==> config.mk <==
export PLATFORM = sky130hd
export DESIGN_NAME = scoreboard_register_file_flat
export DESIGN_NICKNAME = d
export VERILOG_FILES = /design/src/rtl/rf_pkg.sv /design/src/rtl/scoreboard_register_file_if.sv /design/src/rtl/rf_scoreboard.sv /design/src/rtl/scoreboard_register_file.sv /design/src/flat_wrapper.sv
export SDC_FILE = /design/constraint.sdc
export NUM_CORES = 2
export LEC_CHECK = 0
export BUFFER_PORTS_ARGS = -buffer_cell sky130_fd_sc_hd__buf_2
export CAP_MARGIN = 0
export CORE_MARGIN = 2
export CORE_UTILIZATION = 55
export CTS_BUF_LIST = sky130_fd_sc_hd__clkbuf_8
export DETAILED_ROUTE_END_ITERATION = 8
export PLACE_DENSITY_LB_ADDON = 0.08
export SLEW_MARGIN = 5
export SYNTH_ARGS = -nofsm -noshare
export SYNTH_HDL_FRONTEND = slang
export SYNTH_SLANG_ARGS = --single-unit
==> constraint.sdc <==
create_clock -name clk -period 3.35 [get_ports clk]
set_input_delay 0.335 -clock clk [delete_from_list [all_inputs] [get_ports clk]]
set_output_delay 0.335 -clock clk [all_outputs]
set_load 0.03 [all_outputs]
==> src/rtl/rf_pkg.sv <==
// Shared constants and the register-address type for the scoreboarded register file.
package rf_pkg;

  localparam int XLEN_DEFAULT  = 32;
  localparam int NREGS_DEFAULT = 32;
  localparam int AW_DEFAULT    = $clog2(NREGS_DEFAULT);

  typedef logic [AW_DEFAULT-1:0] reg_addr_t;

endpackage

==> src/rtl/scoreboard_register_file_if.sv <==
// Read ports, two writeback ports, issue port and scoreboard status of the register file.
interface scoreboard_register_file_if import rf_pkg::*; #(
  parameter int XLEN  = XLEN_DEFAULT,
  parameter int NREGS = NREGS_DEFAULT,
  parameter int NRD   = 2,
  localparam int AW   = $clog2(NREGS)
);

  logic [NRD*AW-1:0]   raddr;
  logic [NRD*XLEN-1:0] rdata;
  logic [NRD-1:0]      rbusy;
  logic                wb0_en;
  logic [AW-1:0]       wb0_addr;
  logic [XLEN-1:0]     wb0_data;
  logic                wb1_en;
  logic [AW-1:0]       wb1_addr;
  logic [XLEN-1:0]     wb1_data;
  logic                issue_en;
  logic [AW-1:0]       issue_addr;
  logic [NREGS-1:0]    busy_vec;
  logic                hazard;

  modport master (
    output raddr, wb0_en, wb0_addr, wb0_data, wb1_en, wb1_addr, wb1_data,
           issue_en, issue_addr,
    input  rdata, rbusy, busy_vec, hazard
  );

  modport slave (
    input  raddr, wb0_en, wb0_addr, wb0_data, wb1_en, wb1_addr, wb1_data,
           issue_en, issue_addr,
    output rdata, rbusy, busy_vec, hazard
  );

endinterface

==> src/rtl/rf_scoreboard.sv <==
// Pending-writeback bit per register: set by issue, cleared by either writeback port.
module rf_scoreboard import rf_pkg::*; #(
  parameter int NREGS = NREGS_DEFAULT,
  localparam int AW   = $clog2(NREGS)
) (
  input  logic             clk,
  input  logic             rst,
  input  logic             i_issue_en,
  input  logic [AW-1:0]    i_issue_addr,
  input  logic             i_wb0_en,
  input  logic [AW-1:0]    i_wb0_addr,
  input  logic             i_wb1_en,
  input  logic [AW-1:0]    i_wb1_addr,
  output logic [NREGS-1:0] o_busy_vec
);

  logic [NREGS-1:0] r_busy;
  logic [NREGS-1:0] w_busyNext;

  // Set is applied after the clears: an issue in the same cycle is the newer producer.
  always_comb begin
    w_busyNext = r_busy;
    if (i_wb0_en && (i_wb0_addr != '0)) w_busyNext[i_wb0_addr] = 1'b0;
    if (i_wb1_en && (i_wb1_addr != '0)) w_busyNext[i_wb1_addr] = 1'b0;
    if (i_issue_en && (i_issue_addr != '0)) w_busyNext[i_issue_addr] = 1'b1;
    w_busyNext[0] = 1'b0;
  end

  always_ff @(posedge clk) begin
    if (rst) r_busy <= '0;
    else     r_busy <= w_busyNext;
  end

  assign o_busy_vec = r_busy;

endmodule

==> src/rtl/scoreboard_register_file.sv <==
// Register file with x0 hardwired to zero, write-through bypass on every read port
// and a pending-writeback scoreboard for hazard detection.
module scoreboard_register_file import rf_pkg::*; #(
  parameter int XLEN  = XLEN_DEFAULT,
  parameter int NREGS = NREGS_DEFAULT,
  parameter int NRD   = 2,
  localparam int AW   = $clog2(NREGS)
) (
  input logic clk,
  input logic rst,
  scoreboard_register_file_if.slave bus
);

  logic [XLEN-1:0]  r_regs [NREGS];
  logic [NREGS-1:0] w_busyVec;
  logic             w_wb0Ok;
  logic             w_wb1Ok;

  assign w_wb0Ok = bus.wb0_en && (bus.wb0_addr != '0);
  assign w_wb1Ok = bus.wb1_en && (bus.wb1_addr != '0);

  // wb1 is written last so it wins a same-address collision.
  always_ff @(posedge clk) begin
    if (rst) begin
      for (int n = 0; n < NREGS; n++) r_regs[n] <= '0;
    end else begin
      if (w_wb0Ok) r_regs[bus.wb0_addr] <= bus.wb0_data;
      if (w_wb1Ok) r_regs[bus.wb1_addr] <= bus.wb1_data;
    end
  end

  rf_scoreboard #(.NREGS(NREGS)) u_scoreboard (
    .clk          (clk),
    .rst          (rst),
    .i_issue_en   (bus.issue_en),
    .i_issue_addr (bus.issue_addr),
    .i_wb0_en     (bus.wb0_en),
    .i_wb0_addr   (bus.wb0_addr),
    .i_wb1_en     (bus.wb1_en),
    .i_wb1_addr   (bus.wb1_addr),
    .o_busy_vec   (w_busyVec)
  );

  for (genvar g = 0; g < NRD; g++) begin : g_rdPort
    logic [AW-1:0] w_addr;
    logic          w_hit0;
    logic          w_hit1;

    assign w_addr = bus.raddr[g*AW +: AW];
    assign w_hit0 = w_wb0Ok && (bus.wb0_addr == w_addr);
    assign w_hit1 = w_wb1Ok && (bus.wb1_addr == w_addr);

    // A write landing this cycle both forwards its data and retires the pending flag.
    assign bus.rdata[g*XLEN +: XLEN] = (w_addr == '0) ? '0 :
                                       w_hit1         ? bus.wb1_data :
                                       w_hit0         ? bus.wb0_data :
                                                        r_regs[w_addr];
    assign bus.rbusy[g] = w_busyVec[w_addr] & ~(w_hit0 | w_hit1);
  end

  assign bus.busy_vec = w_busyVec;
  assign bus.hazard   = |bus.rbusy;

endmodule

==> src/flat_wrapper.sv <==
// flat-port wrapper written by rule: the top's interface ports become plain ports
module scoreboard_register_file_flat import rf_pkg::*;
#(
  parameter int XLEN  = XLEN_DEFAULT,
  parameter int NREGS = NREGS_DEFAULT,
  parameter int NRD   = 2,
  localparam int AW   = $clog2(NREGS)
)
  (clk, rst, bus_raddr, bus_wb0_en, bus_wb0_addr, bus_wb0_data, bus_wb1_en, bus_wb1_addr, bus_wb1_data, bus_issue_en, bus_issue_addr, bus_rdata, bus_rbusy, bus_busy_vec, bus_hazard);
  scoreboard_register_file_if #(.XLEN(XLEN), .NREGS(NREGS), .NRD(NRD)) bus_i ();
  input logic clk;
  input logic rst;
  input wire logic [$bits(bus_i.raddr)-1:0] bus_raddr;
  input wire logic [$bits(bus_i.wb0_en)-1:0] bus_wb0_en;
  input wire logic [$bits(bus_i.wb0_addr)-1:0] bus_wb0_addr;
  input wire logic [$bits(bus_i.wb0_data)-1:0] bus_wb0_data;
  input wire logic [$bits(bus_i.wb1_en)-1:0] bus_wb1_en;
  input wire logic [$bits(bus_i.wb1_addr)-1:0] bus_wb1_addr;
  input wire logic [$bits(bus_i.wb1_data)-1:0] bus_wb1_data;
  input wire logic [$bits(bus_i.issue_en)-1:0] bus_issue_en;
  input wire logic [$bits(bus_i.issue_addr)-1:0] bus_issue_addr;
  output wire logic [$bits(bus_i.rdata)-1:0] bus_rdata;
  output wire logic [$bits(bus_i.rbusy)-1:0] bus_rbusy;
  output wire logic [$bits(bus_i.busy_vec)-1:0] bus_busy_vec;
  output wire logic [$bits(bus_i.hazard)-1:0] bus_hazard;
  assign bus_i.raddr = bus_raddr;
  assign bus_i.wb0_en = bus_wb0_en;
  assign bus_i.wb0_addr = bus_wb0_addr;
  assign bus_i.wb0_data = bus_wb0_data;
  assign bus_i.wb1_en = bus_wb1_en;
  assign bus_i.wb1_addr = bus_wb1_addr;
  assign bus_i.wb1_data = bus_wb1_data;
  assign bus_i.issue_en = bus_issue_en;
  assign bus_i.issue_addr = bus_issue_addr;
  assign bus_rdata = bus_i.rdata;
  assign bus_rbusy = bus_i.rbusy;
  assign bus_busy_vec = bus_i.busy_vec;
  assign bus_hazard = bus_i.hazard;
  scoreboard_register_file #(.XLEN(XLEN), .NREGS(NREGS), .NRD(NRD)) u_core (.clk(clk), .rst(rst), .bus(bus_i));
endmodule
### Yosys cells after proc, flatten, opt, wreduce, memory -nomap -nowiden

Memories as Yosys holds them, arrays and structs flattened.
Cells that the tools add are included.

| word-level totals | value |
|---|---|
| flip-flop bits (word level) | 32 |
| RAM bits | 1024 |
| bits of input ports | 94 |
| output and inout port bits | 99 |
| word-level logic and storage cells | 77 |
| memories kept | 1 |

| operators by class | value |
|---|---|
| magnitude comparators | 8 |
| equal/unequal tests | 4 |
| muxes and demuxes | 33 |
| bitwise logic cells | 11 |
| reduce and logical (&&, ||, !) cells | 18 |

Memory list:

| memory | depth | bits a word | read ports | clocked after Yosys merged registers in | wr ports | line | RTL |
|---|---|---|---|---|---|---|---|
| u_core.r_regs | 32 | 32 | 2 | 0 | 32 | scoreboard_register_file.sv:14 | `logic [XLEN-1:0] r_regs [NREGS];` |

Operators with widths:

| operator | number |
|---|---|
| $mux W32 | 11 |
| $and A32 B32 Y32 | 2 |
| $not A32 Y32 | 2 |
| $reduce_or A32 Y1 | 2 |
| $or A32 B32 Y32 | 1 |
| $lt A5 B6 Y1 const B | 5 |
| $eq A5 B5 Y1 | 4 |
| $demux W1 S5 | 3 |
| $ge A5 B1 Y1 const B | 3 |
| $mux W1 | 15 |
| $reduce_bool A5 Y1 | 3 |
| $bmux W1 S5 | 2 |
| $logic_and A1 B1 Y1 | 10 |
| $logic_not A5 Y1 | 2 |
| $mux W5 | 2 |
| $and A1 B1 Y1 | 2 |
| $not A1 Y1 | 2 |
| $or A1 B1 Y1 | 2 |
| $reduce_or A2 Y1 | 1 |

### Longest topological paths before layout

| depth | value |
|---|---|
| word-level depth | 11 |
| gate-level depth with buffers | 11 |
| gate-level depth less buffers | 6 |

### Cells and area by module

A second synthesis with hierarchy kept.

| second synthesis, totals | value |
|---|---|
| cells, all modules | 4835 |
| area total of the unflattened synthesis | 63659.8 sq um |

By module, submodules not included:

| module | times used | cells each | area an instance (sq um) | sequential area each (sq um) |
|---|---|---|---|---|
| scoreboard_register_file | 1 | 4656 | 62113.3 | 30749.5 |
| rf_scoreboard | 1 | 179 | 1546.5 | 620.6 |

### Worst setup path after synthesis

Ideal clock, no wire load.

| path | value |
|---|---|
| path kind | in2out |
| start point | in bus_wb1_addr[4] |
| end point | out bus_rdata[34] |
| data arrival time | 2.481 ns |
| data required time | 3.015 ns |
| setup slack | 0.534 ns |
| stages on the path | 9 |
| path buffers | 3 |
| cell sequence | buf_4 or3_1 buf_6 o31ai_4 nor4_4 nor3_4 buf_4 nand3_1 a31oi_1 |

| on the way | value |
|---|---|
| cells in the longest elaborated chain, start to end | 5 |
| elaborated cells on any way between the ends | 6 |
| classes of those cells | 1 x eq/ne; 2 x mux; 3 x reduce/logical |

Ends and longest elaborated chain:

| what | line | RTL |
|---|---|---|
| start: declaration | flat_wrapper.sv:18 | `input wire logic [$bits(bus_i.wb1_addr)-1:0] bus_wb1_addr;` |
| $reduce_bool A5 Y1 | scoreboard_register_file.sv:20 | `assign w_wb1Ok = bus.wb1_en && (bus.wb1_addr != '0);` |
| $logic_and A1 B1 Y1 | scoreboard_register_file.sv:20 |  |
| $logic_and A1 B1 Y1 (*) | scoreboard_register_file.sv:51 | `assign w_hit1 = w_wb1Ok && (bus.wb1_addr == w_addr);` |
| $mux W32 (*) | scoreboard_register_file.sv:55 | `w_hit1 ? bus.wb1_data :` |
| $mux W32 (*) | scoreboard_register_file.sv:54 | `assign bus.rdata[g*XLEN +: XLEN] = (w_addr == '0) ? '0 :` |
| end: declaration | flat_wrapper.sv:22 | `output wire logic [$bits(bus_i.rdata)-1:0] bus_rdata;` |

Mark *: on every way between the ends. The rest lies on a longest branch, timed or not.

### Final worst setup path

| path | value |
|---|---|
| start point | in bus_wb1_addr[3] |
| end point | out bus_hazard |

| on the way | value |
|---|---|
| cells in the longest elaborated chain, start to end | 7 |
| elaborated cells on any way between the ends | 13 |
| classes of those cells | 2 x eq/ne; 6 x bitwise; 5 x reduce/logical |

Ends and longest elaborated chain:

| what | line | RTL |
|---|---|---|
| $reduce_bool A5 Y1 | scoreboard_register_file.sv:20 |  |
| $logic_and A1 B1 Y1 | scoreboard_register_file.sv:20 |  |
| $logic_and A1 B1 Y1 | scoreboard_register_file.sv:51 |  |
| $or A1 B1 Y1 | scoreboard_register_file.sv:58 | `assign bus.rbusy[g] = w_busyVec[w_addr] & ~(w_hit0 \| w_hit1);` |
| $not A1 Y1 | scoreboard_register_file.sv:58 |  |
| $and A1 B1 Y1 | scoreboard_register_file.sv:58 |  |
| $reduce_or A2 Y1 (*) | scoreboard_register_file.sv:62 | `assign bus.hazard = \|bus.rbusy;` |
| end: declaration | flat_wrapper.sv:25 | `output wire logic [$bits(bus_i.hazard)-1:0] bus_hazard;` |

Marked as above.

==> out/results.tsv <==
metric	value	unit
Distinct cells, synth	59	
Mapped Cells	4649	
Syn-to-layout area delta	12.4	%
vias per cell	8.19	
Remaining Overflow, GRT	0	
Worst EP required	3.01	ns
Power Total	32.2	mW
Startpoint Class	input pin	
WHS	0.0993	ns
Total Routed Length	282000	µm
synth warn	0	
fin crit share	102	%
vias in the first global route	49700	
slowest CP cell	nor4_4	
clock tree root driver cell	clkbuf_8	
share of layout cells above drive strength 1	29.3	%
initial antenna violation count	12	
Synth Cell Area	62300	µm²
initial core utilization	55.4	%
highest-count cells in the layout ignoring fill and taps	1024 x edfxtp_1, 1003 x a22o_1, 387 x mux4_2, 237 x buf_4, 235 x mux2i_1	
drt drc	0	
clock skew	0	ns
critical path data arrival time	3.09	ns
TritonCTS Buffers	181	
hold crit path type	input pin to flop	
dominant synthesized flop cell	edfxtp_1	
Fmax	292	MHz
CP endpoint kind	output pin	
CTS Sinks	1055	
via count	51900	
sequential-to-total area share from yosys stat	50.4	%
drt wl/cell	44.4	µm
endpoints failing hold	0	
PortBufs	191	
nets	4785	
I/O Pins	193	
area of the core	112000	µm²
adder-cell share of the synthesized area	0	%
Detailed Place HPWL	162000	µm
flop and latch count out of synthesis	1055	
Fillers	8620	
Multi-input gate area	28500	µm²
clock-pin slew on the worst setup and hold paths	0.06	ns
total track usage	47.7	%
DR iter-0 viols	9842	
# Max-Cap Violations	0	
Die ar.	116000	µm²
TNS Setup	-0.246	ns
setup ws final	-0.0777	ns
slew margin rel.	17.5	%
post-route ant nets	0	
largest net degree at the start of global routing	71	
first-pass GRT wire length	383000	µm
ys async rst share	0	%
failing checks	setup timing	
Setup CP Type	input pin to output pin	
maximum VDD drop	0.321	mV
Compound-Gate Fraction of Synth Area	19.2	%
CP max FO	14	
worst-path cell chain	buf_2, xnor2_1, nand3_1, nor4_4, buf_4, buf_4, nor3_1, a22o_1, or2_1, buf_2	
largest family of logic cells by synthesized area	multiplexers	
Crit path largest cell delay	0.62	ns
CTS tree	done	
clk_lat worst skew	0.86	ns
die extent in x	341	µm
Setup-failing EPs final	5	
H-Tree Depth	4	
Avg Cell Area, Syn	13.4	µm²
Die Ht	341	µm
gpl congestion	0.969	
leakage power	24.4	nW
post-synthesis mux area share	20.4	%
Simple-Gate Fraction of Synth Area	4.70	%
Final min period	3.43	ns
unrepaired setup endpoints after global routing	yes	
EDFF count, synth	1024	
# rows	123	
max-slew violations	0	
outcome	complete, but fails checks	
commonest non-fill, non-tap cell in the layout	edfxtp_1	
drt pass-1 iters	6	
power per cell area	459	nW/µm²
FF/Latch Area	31400	µm²
Clock Path Buffers	3	
DP Worst Slack	-0.0707	ns
xor/xnor share of the synthesized area	0.281	%
measured slew at the worst slew-check pin	1.24	ns
-- synth_stat cells, drive strengths merged (5+ instances only) --
master	number	area (µm²)
o22ai	69	432
o211ai	62	465
o221ai	25	219
a221oi	9	78.8
nand2b	25	156
dfxtp	31	621
o21ai	64	320
a222oi	11	110
mux2	144	1620
inv	34	128
a21oi	102	510
a22oi	45	338
nor2	197	749
nand3	54	270
o2111ai	27	236
or2	12	75.1
a22o	1003	8780
mux2i	236	2360
or3	37	231
buf	258	1350
a31oi	25	156
nor3	42	287
a211oi	28	210
clkbuf	446	1670
o211a	5	50.1
mux4	387	8720
nand3b	12	93.8
nand2	137	514
xor2	5	43.8
nor2b	34	213
edfxtp	1024	30700
xnor2	15	131
nor3b	17	149
nand4	6	37.5
-- metal layers --
layer | vias to the layer above | wire length, µm | global-route usage [%]
met2 | 5694 | 115000 | 65.3
met4 | 10 | 23900 | 33.1
met5 | - | 137 | 0.449
met1 | 25600 | 93000 | 60.6
li1 | 19200 | - | -
met3 | 1440 | 49600 | 21.1
-- logic make-up (layout without fill, tap and decap cells) --
family	count (synthesis)	in the layout
flops	1055	1055
buf+inv	738	883
other cells	1	46
xor+xnor	20	20
compound gates	1479	1479
simple gates	589	589
mux	767	767
-- sequential cells by signal (all words and copies together), names as in the netlist --
name,count
u_core.r_regs,1024
u_core.u_scoreboard.o_busy_vec,31
-- path summary, 6_finish.rpt --
| path | startpoint | endpoint | slack [ns] | depth (start not counted) |
|---|---|---|---|---|
| max | bus_wb1_addr[3] | bus_hazard | -0.08 | 10 |
| min | bus_wb1_data[25] | u_core.r_regs[24][25] | 0.1 | 2 |
| max reg2reg | u_core.u_scoreboard.o_busy_vec[2] | u_core.u_scoreboard.o_busy_vec[2] | 2.13 | 3 |
| min reg2reg | u_core.u_scoreboard.o_busy_vec[9] | u_core.u_scoreboard.o_busy_vec[9] | 0.51 | 2 |
-- area by class of cell --
cell class / instances / share of cell area, %
antenna: 13 / 0.0465
clock inverter: 134 / 0.942
multi-input combinational: 2888 / 40.7
clock buffer: 184 / 3.62
sequential: 1055 / 44.8
timing repair buffer: 531 / 6.97
inverter: 34 / 0.182
tap: 1500 / 2.68
-- critical path: cells and delay by family --
family / cells / cell delay (ns)
and+or+nand+nor: 4 / 1.21
buffers and inverters: 4 / 0.93
xor gates and xnor gates: 1 / 0.31
AOI/OAI and AO/OA: 1 / 0.26
-- stage by stage --
step           area [µm²]  utilization [%]  std cells
6_report            70000             62.3       6339
3_3_place_gp        66500             59.2       5990
3_5_place_dp        66500             59.2       5990
4_1_cts             69900             62.2       6322
5_1_grt             70000             62.3       6330
2_1_floorplan       62400                -       4681
-- repair_timing --
| item | in CTS | in global routing |
|---|---|---|
| setup buffers | 1 | 4 |
| endpoints found under the setup margin | 16 | 11 |
| cloned | 0 | 0 |
| endpoints found under the hold margin | 33 | 0 |
| resized for setup | 20 | 21 |
| hold buffers | 13 | 0 |
| pin swaps | 10 | 11 |
-- where the power goes --
| part | switching, mW | internal, mW | total [mW] | leakage (nW) |
|---|---|---|---|---|
| logic | 3.40 | 1.99 | 5.39 | 12.5 |
| clock network | 5.69 | 5.31 | 11.0 | 1.85 |
| registers | 0.449 | 15.3 | 15.8 | 10.1 |
(Power assumes the default switching activity.)
